**src/rtl/uart_rx.sv**
```systemverilog
// -----------------------------------------------------------------------------
// uart_rx
//
// Receives 8N1 serial frames (LSB first) from an asynchronous line. Each
// correctly framed byte appears on dout with a one-cycle dout_valid strobe.
// A frame whose stop bit samples low gives a one-cycle frame_err strobe and
// leaves dout alone.
//
// Ports
//   clk        system clock, rising edge
//   rst_n      synchronous active-low reset
//   rx_p       serial input, asynchronous to clk, idle high
//   dout       last correctly received byte (held until the next good frame)
//   dout_valid one-cycle pulse on the edge that updates dout
//   frame_err  one-cycle pulse when the stop bit samples low
//   rx_busy    high whenever the receiver is not idle
//
// Output contract: dout_valid and frame_err are plain strobes with no
// back-pressure. The consumer must take dout on the cycle dout_valid is high,
// or at any point before the next strobe, which is at least one frame time
// (10 * BIT_CNT cycles) later.
// -----------------------------------------------------------------------------
module uart_rx #(
  parameter int clk_freq  = 50_000_000,
  parameter int uart_freq = 115200
) (
  input  logic       clk,
  input  logic       rst_n,
  input  logic       rx_p,
  output logic [7:0] dout,
  output logic       dout_valid,
  output logic       frame_err,
  output logic       rx_busy
);

  localparam int BIT_CNT  = clk_freq / uart_freq;
  localparam int HALF_CNT = BIT_CNT / 2;
  localparam int CW       = $clog2(BIT_CNT) + 1;

  localparam logic [CW-1:0] BIT_LAST  = CW'(BIT_CNT - 1);
  localparam logic [CW-1:0] HALF_LAST = CW'(HALF_CNT - 1);

  typedef enum logic [1:0] {
    IDLE  = 2'd0,
    START = 2'd1,
    DATA  = 2'd2,
    STOP  = 2'd3
  } state_t;

  state_t        state_q, state_d;
  logic          s1_q, s1_d;
  logic          s2_q, s2_d;
  logic          s2_prev_q, s2_prev_d;
  logic [CW-1:0] cnt_q, cnt_d;
  logic [2:0]    bitpos_q, bitpos_d;
  logic [7:0]    sh_q, sh_d;
  logic [7:0]    dout_q, dout_d;
  logic          dout_valid_q, dout_valid_d;
  logic          frame_err_q, frame_err_d;

  always_comb begin
    // Synchronizer chain; s2_prev only exists to detect the falling edge.
    s1_d         = rx_p;
    s2_d         = s1_q;
    s2_prev_d    = s2_q;

    state_d      = state_q;
    cnt_d        = cnt_q;
    bitpos_d     = bitpos_q;
    sh_d         = sh_q;
    dout_d       = dout_q;
    dout_valid_d = 1'b0;
    frame_err_d  = 1'b0;

    case (state_q)
      IDLE: begin
        // Only a 1->0 transition starts a frame, so a line stuck low after a
        // break cannot keep retriggering.
        if (s2_prev_q && !s2_q) begin
          state_d = START;
          cnt_d   = '0;
        end
      end

      START: begin
        if (cnt_q == HALF_LAST) begin
          cnt_d = '0;
          if (!s2_q) begin
            state_d  = DATA;
            bitpos_d = 3'd0;
          end else begin
            // Line already back high at mid start bit: treat as a glitch.
            state_d = IDLE;
          end
        end else begin
          cnt_d = cnt_q + CW'(1);
        end
      end

      DATA: begin
        // Counting a full bit from mid start bit lands each sample mid-bit.
        if (cnt_q == BIT_LAST) begin
          cnt_d          = '0;
          sh_d[bitpos_q] = s2_q;
          if (bitpos_q == 3'd7) begin
            state_d = STOP;
          end else begin
            bitpos_d = bitpos_q + 3'd1;
          end
        end else begin
          cnt_d = cnt_q + CW'(1);
        end
      end

      STOP: begin
        // Leaving at mid stop bit gives half a bit of slack for the next
        // start edge.
        if (cnt_q == BIT_LAST) begin
          cnt_d   = '0;
          state_d = IDLE;
          if (s2_q) begin
            dout_d       = sh_q;
            dout_valid_d = 1'b1;
          end else begin
            frame_err_d  = 1'b1;
          end
        end else begin
          cnt_d = cnt_q + CW'(1);
        end
      end

      default: state_d = IDLE;
    endcase
  end

  always_ff @(posedge clk) begin
    if (!rst_n) begin
      state_q      <= IDLE;
      s1_q         <= 1'b1;
      s2_q         <= 1'b1;
      s2_prev_q    <= 1'b1;
      cnt_q        <= '0;
      bitpos_q     <= 3'd0;
      sh_q         <= 8'h00;
      dout_q       <= 8'h00;
      dout_valid_q <= 1'b0;
      frame_err_q  <= 1'b0;
    end else begin
      state_q      <= state_d;
      s1_q         <= s1_d;
      s2_q         <= s2_d;
      s2_prev_q    <= s2_prev_d;
      cnt_q        <= cnt_d;
      bitpos_q     <= bitpos_d;
      sh_q         <= sh_d;
      dout_q       <= dout_d;
      dout_valid_q <= dout_valid_d;
      frame_err_q  <= frame_err_d;
    end
  end

  assign dout       = dout_q;
  assign dout_valid = dout_valid_q;
  assign frame_err  = frame_err_q;
  // Decoded straight from the state register, so it drops on the same edge
  // as the result strobes.
  assign rx_busy    = (state_q != IDLE);

endmodule

```
**config.mk**
```make
export PLATFORM = sky130hd
export DESIGN_NAME = uart_rx
export DESIGN_NICKNAME = d
export VERILOG_FILES = /design/src/rtl/uart_rx.sv
export SDC_FILE = /design/constraint.sdc
export NUM_CORES = 1
export LEC_CHECK = 0
export CAP_MARGIN = 20
export CORE_ASPECT_RATIO = 0.9
export CORE_MARGIN = 8
export CORE_UTILIZATION = 38
export CTS_CLUSTER_DIAMETER = 60
export DETAILED_ROUTE_END_ITERATION = 16
export GPL_TIMING_DRIVEN = 0
export HOLD_SLACK_MARGIN = 0.08
export PLACE_DENSITY_LB_ADDON = 0.05
export SKIP_CTS_REPAIR_TIMING = 1
export SLEW_MARGIN = 10
export SYNTH_ARGS = -nofsm -noshare
export SYNTH_HDL_FRONTEND = slang
export SYNTH_SLANG_ARGS = --single-unit
export TNS_END_PERCENT = 10
```
**constraint.sdc**
```tcl
create_clock -name clk -period 2.5 [get_ports clk]
set_input_delay 0.375 -clock clk [delete_from_list [all_inputs] [get_ports clk]]
set_output_delay 0.375 -clock clk [all_outputs]
set_load 0.01 [all_outputs]
```
==> reports/metrics.yaml, run 1 <==
run_status: "finished clean"
synth_xor_area_share_pct: 0
remaining_drc_errors: 0
dominant_combinational_cell_family_by_area_after_synthesis: "simple AND/OR/NAND/NOR gates"
finalMaxSlewViolations: 0
setup_total_negative_slack_ps: 0
yosysMostFrequentCell: "sky130_fd_sc_hd__dfxtp_1"
worst_clock_skew_ps: 7.73
layout-area-overhead-vs-synth_pct: 17.8
syn_inst: 217
power_leakage_nw: 0.741
synth_common_cells: "sky130_fd_sc_hd__dfxtp_1, sky130_fd_sc_hd__nand2_1, sky130_fd_sc_hd__a21oi_1"
power_switching_mw: 0.258
critPathArrivalTime_ps: 2420
cell_taking_the_most_area_after_synthesis: "sky130_fd_sc_hd__dfxtp_1"
tritoncts.num_buffers: 5
cts.htree.levels: 2
synth.area.top_cells: "sky130_fd_sc_hd__dfxtp_1, sky130_fd_sc_hd__a21oi_1, sky130_fd_sc_hd__nand2_1"
synth_simple_gate_area_share_pct: 29.1
synth_compound_area_share_pct: 17.6
worst_ir_drop_vdd_mv: 0.196
fin_nets: 245
route.final.wire_length_microns: 4340
total_power_mw: 1.15
cp.buffers_inverters: 1
hpwl_microns: 3190
post-route-util_pct: 45.3
wl_per_cell_microns: 14.3
min-delay-path-class: "reg -> reg"
layout_min_cycle_time_ps: 2200
post_route_cells_drive_above_1_share_pct: 7.98
power_frac_comb_pct: 4.7
filler_cell_count: 492
regToRegSetupSlack_ps: 300
port_buffers: 13
endpoint_kind: "flop"
power-per-cell-area_mw_per_mm2: 537
global_route_wire_length_before_repair_microns: 7260
clock_insertion_delay_worst_skew_ps: 290
clk_transition_reported_paths_ps: 70
post_route_ant_nets: 0
ys_ff_latch: 36
ys_seq_area_share_pct: 39.8
synth_top_cell_area_share_pct: 39.8
synth_nets: 225
synth-edff-count: 0
cts.path.max_buffers: 2
die_height_microns: 81.5
timing_worst_setup_path_type: "reg -> reg"
instance_count_along_the_most_critical_hold_path: 1
rsz0062_at_grt: "false"
worstHoldStart: "s1_q"
tritoncts_clock_tree: "done"
detail_route.first_pass.iterations: 4
critical_path.max_stage_delay_ps: 650
floorplan.initialDensity_pct: 38.5
worst_hold_path.endpoint: "s2_prev_d"
slew_headroom_pct: 58.5
die_width_microns: 88.8
dr_total_vias: 1619
cts_root_buffer: "sky130_fd_sc_hd__clkbuf_8"
avgViaCountPerCell: 5.34
seq_power_share_pct: 50.7
fp-row-count: 24
gr-total-overflow: 0
yosys_warnings: 0
dr.first_iter.drc_count: 77
grt_pass1_vias: 1528
p_int_mw: 0.888
finalCritPeriodShare_pct: 88.1
clock-sinks: 36
syn_area_per_cell_sq_um: 8.35
critPathLaunchType: "flop"
synth_area_sq_mm: 0.00181
number_of_antenna_violations_at_the_first_check_in_global_routing: 0
grt_usage_pct: 12.8
tightestPinTransition_ps: 617
design.core.area_sq_mm: 0.00471
timing.critical_path.required_ps: 2710
report.final.hold_viol_count: 0
crit_path_cell_trace: "inv_1 -> ha_1 -> nor4bb_1 -> a21oi_1 -> or4b_2 -> a21oi_1"
cap_violations: 0
timing.reg2reg.worst_path_depth: 6
switching_share_pct: 22.5
finalSetupViolCount: 0
critical_path.reg2reg.startpoint: "cnt_q[0]"
number_of_inserted_diodes: 0
regToRegEndpoint: "bitpos_q[0]"
worstPathMaxFanout: 6
yosys-mux-area-fraction_pct: 4.42
share_clk_of_total_power_pct: 44.6
synth.distinct_cells: 41
grt_start_max_net_pins: 13
gpl.final_weighted_congestion: 0.844
synth_flop_cell: "sky130_fd_sc_hd__dfxtp_1"
worst_path_dominant_cell_family: "simple AND/OR/NAND/NOR gates"
timing.critical_path.slowest_stage_cell: "sky130_fd_sc_hd__or4b_2"
io_pins: 14
die_area_sq_mm: 0.00724
async_reset_ff_share_pct: 0
max_freq_mhz: 454
synthAdderAreaFrac_pct: 3.45
crit_path_frequent_cell: "sky130_fd_sc_hd__a21oi_1"
==> metal layers <==
metal | vias to the layer above | GRT usage [%] | routed length (microns)
li1 | 837 | - | -
met1 | 751 | 17.5 | 2300
met2 | 25 | 18.9 | 1800
met3 | 6 | 3.50 | 186
met4 | 0 | 4.05 | 49
met5 | - | 0 | 0
==> through the flow <==
| stage | area (sq um) | setup slack [ps] | hold slack, ps | std cells |
|---|---|---|---|---|
| global route | 2140 | 144 | 465 | 303 |
| CTS | 2140 | 333 | 429 | 303 |
| detailed placement | 2020 | 346 | 411 | 295 |
| finish | 2140 | 297 | 425 | 303 |
| global placement | 2020 | 365 | 394 | 295 |
| floorplan | 1810 | 599 | 386 | 217 |
==> placed cells by master, fill, tap and decap left out, drive strengths merged, types with 3 or more instances in the layout <==
cell type	instances
and2	4
nor2b	5
o22ai	6
clkbuf	15
ha	5
mux2i	8
inv	9
nand3	6
or4	4
dfxtp	36
o21ai	10
buf	4
nand2	28
o31ai	3
a21oi	22
nor4	3
nor2	7
o21a	3
nand2b	4
nand4	15
clkdlybuf4s50	13
nor3	6
==> cell families after synthesis <==
logic type | count (synthesis)
fa+ha+maj | 5
simple gates | 92
mux | 8
compound gates | 53
flops | 36
buf+inv | 23
==> area by class of cell <==
class / instances / area (sq um) / area share [%]
sequential: 36 / 721 / 33.7
tap: 65 / 81.3 / 3.81
clock inverter: 3 / 42.5 / 1.99
multi-input combinational: 158 / 988 / 46.3
buffer: 14 / 70.1 / 3.28
clock buffer: 5 / 68.8 / 3.22
inverter: 9 / 33.8 / 1.58
timing repair buffer: 13 / 130 / 6.09
==> power groups by stage <==
stage          sequential (mW)  clock (mW)  combinational, mW
2_1_floorplan            0.593           0             0.0352
3_3_place_gp             0.595           0             0.0528
3_5_place_dp             0.595           0             0.0546
4_1_cts                  0.581       0.522             0.0547
5_1_grt                  0.582       0.549             0.0605
6_report                 0.581       0.511             0.0543
==> sequential cells by signal, summed over array words and instances (netlist names), 3 cells and up, named ones only <==
signal	count
cnt_q	10
sh_q	8
bitpos_q	3
dout	8
==> worst max path at each step <==
stage / from / endpoint / slack [ps] / cells past startpoint
2_1_floorplan: cnt_q[0] / bitpos_q[0] / 600 / 6
3_3_place_gp: cnt_q[0] / bitpos_q[0] / 370 / 6
3_5_place_dp: cnt_q[0] / bitpos_q[0] / 350 / 6
4_1_cts: cnt_q[0] / bitpos_q[0] / 330 / 6
5_1_grt: cnt_q[0] / bitpos_q[0] / 140 / 6
6_report: cnt_q[0] / bitpos_q[0] / 300 / 6
Note: power is estimated with default switching activity, not from simulation.
==> inputs of run 2 (changes only) <==
--- a/config.mk
+++ b/config.mk
@@ -5,6 +5,7 @@
 export SDC_FILE = /design/constraint.sdc
 export NUM_CORES = 1
 export LEC_CHECK = 0
+export ABC_AREA = 1
 export CAP_MARGIN = 20
 export CORE_ASPECT_RATIO = 0.9
 export CORE_MARGIN = 8
==> reports/metrics.yaml, run 2 <==
fp-row-count: 23  # -4.2%
worst_clock_skew_ps: 5.15  # -2.59 ps
die_area_sq_mm: 0.00707  # -2.4%
die_height_microns: 80.6  # -1.2%
yosysMostFrequentCell: "sky130_fd_sc_hd__nand2_1"
filler_cell_count: 470  # -4.5%
gpl.final_weighted_congestion: 0.807  # -4.3%
tritoncts_clock_tree: "done"
finalCritPeriodShare_pct: 73.4  # -15 points
worstPathMaxFanout: 6  # unchanged
io_pins: 14  # unchanged
detail_route.first_pass.iterations: 4  # unchanged
post_route_ant_nets: 0  # unchanged
number_of_inserted_diodes: 0  # unchanged
synth-edff-count: 0  # unchanged
tightestPinTransition_ps: 595  # -22.5 ps
report.final.hold_viol_count: 0  # unchanged
dr.first_iter.drc_count: 92  # +19%
power_switching_mw: 0.320  # +24%
timing_worst_setup_path_type: "reg -> out"
layout-area-overhead-vs-synth_pct: 17.6
ys_ff_latch: 36  # unchanged
floorplan.initialDensity_pct: 39.4  # +0.98 points
post_route_cells_drive_above_1_share_pct: 10.6  # +2.7 points
tritoncts.num_buffers: 5  # unchanged
gr-total-overflow: 0  # unchanged
yosys_warnings: 0  # unchanged
finalSetupViolCount: 0  # unchanged
run_status: "finished clean"
global_route_wire_length_before_repair_microns: 6560  # -9.6%
avgViaCountPerCell: 4.66  # -13%
setup_total_negative_slack_ps: 0  # unchanged
p_int_mw: 0.925  # +4.1%
synth.area.top_cells: "sky130_fd_sc_hd__dfxtp_1, sky130_fd_sc_hd__nand2_1, sky130_fd_sc_hd__inv_1"
switching_share_pct: 25.7  # +3.2 points
number_of_antenna_violations_at_the_first_check_in_global_routing: 0  # unchanged
critPathLaunchType: "flop"
synth_top_cell_area_share_pct: 41.0  # +1.2 points
layout_min_cycle_time_ps: 1840  # -367 ps
async_reset_ff_share_pct: 0  # unchanged
synth_common_cells: "sky130_fd_sc_hd__nand2_1, sky130_fd_sc_hd__dfxtp_1, sky130_fd_sc_hd__inv_1"
wl_per_cell_microns: 11.7  # -18%
fin_hold_ws_ps: 382  # -43.0 ps
power_leakage_nw: 0.846  # +14%
regToRegSetupSlack_ps: 810  # +510 ps
critPathArrivalTime_ps: 1460  # -960 ps
synth_flop_cell: "sky130_fd_sc_hd__dfxtp_1"
remaining_drc_errors: 0  # unchanged
total_power_mw: 1.24  # +8.6%
design.core.area_sq_mm: 0.00446  # -5.4%
finalMaxSlewViolations: 0  # unchanged
synth_nets: 251  # +12%
cell_taking_the_most_area_after_synthesis: "sky130_fd_sc_hd__dfxtp_1"
flip_flop_count_of_the_largest_register_all_copies_and_words_added: 10  # unchanged
die_width_microns: 87.7  # -1.2%
synth.distinct_cells: 31  # -24%
dr_total_vias: 1513  # -6.5%
seq_power_share_pct: 48.2  # -2.5 points
cts.path.max_buffers: 2  # unchanged
rsz0062_at_grt: "false"
timing.critical_path.required_ps: 2120  # -590 ps
final_common_cell: "sky130_fd_sc_hd__nand2_1"
cts_root_buffer: "sky130_fd_sc_hd__clkbuf_8"
port_buffers: 12  # -1
clock-sinks: 36  # unchanged
hpwl_microns: 2810  # -12%
power-per-cell-area_mw_per_mm2: 602  # +12%
worst_ir_drop_vdd_mv: 0.312  # +59%
clk_transition_reported_paths_ps: 80  # about the same
clock_insertion_delay_worst_skew_ps: 290  # about the same
synth_area_sq_mm: 0.00176  # -3.0%
grt_start_max_net_pins: 13  # unchanged
grt_pass1_vias: 1416  # -7.3%
final_cell_mix: "sky130_fd_sc_hd__nand2_1, sky130_fd_sc_hd__inv_1, sky130_fd_sc_hd__dfxtp_1, sky130_fd_sc_hd__nor2_1, sky130_fd_sc_hd__o21ai_0"
min-delay-path-class: "in -> reg"
share_clk_of_total_power_pct: 41.2  # -3.4 points
register_name_with_the_most_flops: "cnt_q"
syn_inst: 243  # +12%
area.sequential_sq_um: 721  # unchanged
fin_nets: 270  # +10%
power_frac_comb_pct: 10.6  # +5.9 points
postLayoutCellArea_sq_mm: 0.00207  # -3.2%
cts.htree.levels: 2  # unchanged
grt_usage_pct: 11.9  # -0.89 points
endpoint_kind: "output port"
syn_area_per_cell_sq_um: 7.24  # -13%
slew_headroom_pct: 60.3  # +1.8 points
route.final.wire_length_microns: 3790  # -13%
multi_input_comb_area_sq_um: 867  # -12%
cap_violations: 0  # unchanged
post_dp_cell_area_sq_mm: 0.00196  # -3.3%
ys_seq_area_share_pct: 41.0  # +1.2 points
max_freq_mhz: 545  # +20%
==> run 2: changes by cell type after synthesis, moves of 5 or more <==
cell	before	now
sky130_fd_sc_hd__clkbuf_1	10	1
sky130_fd_sc_hd__inv_1	9	36
sky130_fd_sc_hd__mux2i_1	8	0
sky130_fd_sc_hd__nand2_1	28	47
sky130_fd_sc_hd__nand4_1	15	4
sky130_fd_sc_hd__nor2_1	7	35
sky130_fd_sc_hd__nor2b_1	5	0
sky130_fd_sc_hd__o21ai_0	3	20
sky130_fd_sc_hd__o21ai_1	6	0
sky130_fd_sc_hd__o22ai_1	6	0
==> run 2: power groups by stage <==
stage / clock network, mW / registers (mW) / logic (mW)
5_1_grt: 0.557 / 0.603 / 0.153
3_3_place_gp: 0 / 0.613 / 0.135
4_1_cts: 0.526 / 0.600 / 0.133
3_5_place_dp: 0 / 0.614 / 0.133
6_report: 0.512 / 0.600 / 0.132
2_1_floorplan: 0 / 0.611 / 0.0955
==> run 2: worst paths after layout <==
| check | start | end | depth (start not counted) |
|---|---|---|---|
| setup / recovery | state_q[0] | rx_busy | 3 |
| hold / removal | rst_n | s2_prev_q | 2 |
| setup reg to reg | cnt_q[0] | dout[3] | 8 |
| hold reg to reg | s1_q | s2_prev_d | 1 |
==> run 2: through the flow <==
step           cells  util [%]  worst slack [ps]
4_1_cts          325      46.4               661
6_report         325      46.4               665
3_5_place_dp     317      43.9               807
3_3_place_gp     317      43.9               809
2_1_floorplan    243         -              1060
5_1_grt          325      46.4               569
==> run 2: worst max-delay path, stage by stage (launching register included) <==
cell,delay (ps)
sky130_fd_sc_hd__dfxtp_1,450
sky130_fd_sc_hd__nor2_1,120
sky130_fd_sc_hd__inv_1,70
sky130_fd_sc_hd__clkdlybuf4s50_1,530
==> run 2: layout make-up <==
class	instances	share of cell area (%)
multi-input cells	164	41.9
flip-flops and latches	36	34.8
inverters	38	6.90
repair buffers	12	5.81
well taps	62	3.75
clock buffers	5	3.33
clock inverters	3	2.06
plain buffers	5	1.39
==> run 2: cell families (layout without fill, tap and decap cells) <==
logic type                 after synthesis  in the layout  share of synthesized area [%]
adders and majority gates                5              5                           3.56
and+or+nand+nor                        108            108                           28.1
AOI/OAI and AO/OA                       51             51                           17.6
buffers and inverters                   43             63                           9.74
DFF                                     36             36                           41.0
==> run 2: routing by layer <==
metal	GRT usage [%]	share of wire, %	vias to the layer above
met1	16.3	56	664
met2	17.4	38	22
met3	3.16	4.9	6
met4	4.12	1.2	0
li1	-	-	821
met5	0	0	-
==> edit, RTL diff (flow settings as in run 1) <==
Reset style: asynchronous (`rst_n`), changed in one clocked block. Comments in the files are not updated.
--- a/src/rtl/uart_rx.sv
+++ b/src/rtl/uart_rx.sv
@@ -133,7 +133,7 @@
     endcase
   end
 
-  always_ff @(posedge clk) begin
+  always_ff @(posedge clk or negedge rst_n) begin
     if (!rst_n) begin
       state_q      <= IDLE;
       s1_q         <= 1'b1;
Behaviour: differs if rst_n is asserted again (counterexample within 4 cycles, from zero or initial values and one cycle with rst_n low); with rst_n held inactive, the same outputs for 10 cycles.
==> edit against run 1 <==
Clock skew is 0.0026 ns lower; wire length down 14%; cell area is 0.64% higher; worst setup slack worse by 0.021 ns; non-clock buffer count fell by 7; synthesized area fell by 0.83%; via count is 22% lower; sequential cell count stayed put; fmax down 0.96%.
Power is not compared: it rests on default switching activity, and its combinational part moved more than twofold at a synthesized area within 25%.
==> edit: results (changes against run 1) <==
- Clock edge transition at the registers on the reported setup and hold paths: ~0.080 ns
- Global-route wire length before repair: 6.45 mm (-11%)
- Ranking of synthesized cells by area: dfrtp_1 (46%), mux2_2 (10%), dfstp_2 (4.4%), nand2_1 (4.0%), ha_1 (3.5%)
- Compound-cell area share of the yosys netlist: 12.4% (-5.2 points)
- IR drop worst, VDD: around 0.36 mV
- Port-buffer cells: 13 (unchanged)
- Initial detailed-routing violation count: 50 (-35%)
- Fraction of layout instances using a drive strength above 1: 22.7% (+15 points)
- DRC violation count after routing: 0 (unchanged)
- Depth of the worst hold-timing path: 0 (-1)
- Leading post-synthesis cells by instance count: dfrtp_1 (33), nand2_1 (19), mux2_2 (16)
- Hold WS: 0.359 ns (-0.0667 ns)
- Cell at the root of the clock tree: clkbuf_8
- Max-slew headroom: 51.2% (-7.3 points)
- Synth Net Count: 161 (-28%)
- Sequential element share of the synthesized area: 50.3% (+11 points)
- Filler Cells Inserted: 436 (-11%)
- Number of nets in the final layout: 183 (-25%)
- Leakage power figure: slightly above 0.9 nW
- Setup slack on the worst flop-to-flop path: 0.28 ns (-0.02 ns)
- Xor/xnor cell area share of the yosys netlist: 0.487% (+0.49 points)
- Largest net degree at the start of global routing: 23 (+10)
- Worst hold start: s1_q
- H-tree depth reported by CTS: 2 (unchanged)
- Maximum buffer depth of the clock tree: 2 (unchanged)
- Post-synth ARST share: 100% (+100 points)
- Warning count from the yosys run: 0 (unchanged)
- Number of antenna violations at the first check in global routing: 0 (unchanged)
- Final weighted congestion in routability-driven placement: 0.762 (-9.7%)
- Detailed-route wire length per cell: 15.7 um (+10%)
- ANT cells: 0 (unchanged)
- Adder-Cell Fraction of Synth Area: 3.48% (+0.029 points)
- Endpoint with the worst hold slack: s2_prev_d
- Pre-antenna DRT Iters: 4 (unchanged)
- Endpoint of the lowest-slack register-to-register path: dout[4]
- Worst reg-to-reg path cell count: 6 (unchanged)
- Final worst clock skew: 0.00515 ns (-0.00258 ns)
- Synth unique cells: 43 (+4.9%)
- Number of CTS-inserted buffers: 5 (unchanged)
- Run status: finished, final reports clean
- Mux share of post-synthesis cell area: 12.0% (+7.6 points)
- Half-perimeter wire length of the detailed placement result: 2.71 mm (-15%)
- Global-route usage over all layers: 11.7% (-1.1 points)
- Via count of the routed design: 1263 (-22%)
- Maximum net fanout on the critical path: 9 (+3)
- Clock Latency Late Sink: between 0.2 and 0.3 ns
- Register name with the most flops: cnt_q
- Crit path arrival time: 2.40 ns (-0.02 ns)
- Launch instance of the worst register-to-register path: cnt_q[1]
-- edit: final cells by class --
type | instances | area (um^2) | share of cell area (%)
clock buffer | 5 | 68.8 | 3.20
clock inverter | 3 | 42.5 | 1.98
buffer | 5 | 30.0 | 1.40
inverter | 7 | 26.3 | 1.22
multi-input combinational | 105 | 837 | 38.9
sequential | 36 | 905 | 42.1
timing repair buffer | 15 | 163 | 7.57
tap | 62 | 77.6 | 3.61
-- edit: worst max path at each step --
stage	start	endpoint	slack (ns)	depth (start not counted)
floorplan	cnt_q[0]	state_q[0]	0.59	8
global placement	rst_n	dout_valid	0.22	1
detailed placement	cnt_q[1]	dout[3]	0.26	6
CTS	cnt_q[1]	dout[3]	0.24	6
global route	cnt_q[1]	dout[6]	0.08	6
finish	cnt_q[1]	dout[4]	0.28	6
-- edit: layer usage --
metal  track usage (%)  wire [um]  part of all wire, %  vias up
met3              3.23        136                  3.6        7
li1                  -          -                    -      614
met2              16.3       1540                   41       26
met1              16.4       2030                   54      616
met4              4.72         45                  1.2        0
met5                 0          0                    0        -
-- edit: stage by stage --
stage	worst slack [ns]	power [W]	std cells	cell area [um^2]
after floorplan	0.594	0.000883	153	1800
after global placement	0.219	0.000980	228	2010
after detailed placement	0.257	0.000991	229	2030
after CTS	0.236	0.00151	237	2140
after global routing	0.0836	0.00157	238	2150
final	0.276	0.00149	238	2150
-- edit: worst max-delay path, stage by stage, from the launching register on --
cell,delay (ns)
dfrtp_1,0.43
inv_1,0.10
ha_1,0.16
and4bb_2,0.29
nand4_4,0.14
nor4_4,0.58
mux2_2,0.41
-- edit: cell families (layout without fill, tap and decap cells) --
logic type / Yosys count / after routing
multiplexers: 19 / 19
adder cells (fa/ha/maj): 5 / 5
buffers and inverters: 12 / 35
AND/OR/NAND/NOR: 53 / 53
flip-flops: 36 / 36
XOR/XNOR: 1 / 1
AO/OA/AOI/OAI: 27 / 27
-- edit: power by group --
| part | internal (W) | switching [W] |
|---|---|---|
| Sequential | 0.000620 | 0.0000436 |
| Combinational | 0.000139 | 0.000177 |
| Clock | 0.000295 | 0.000214 |
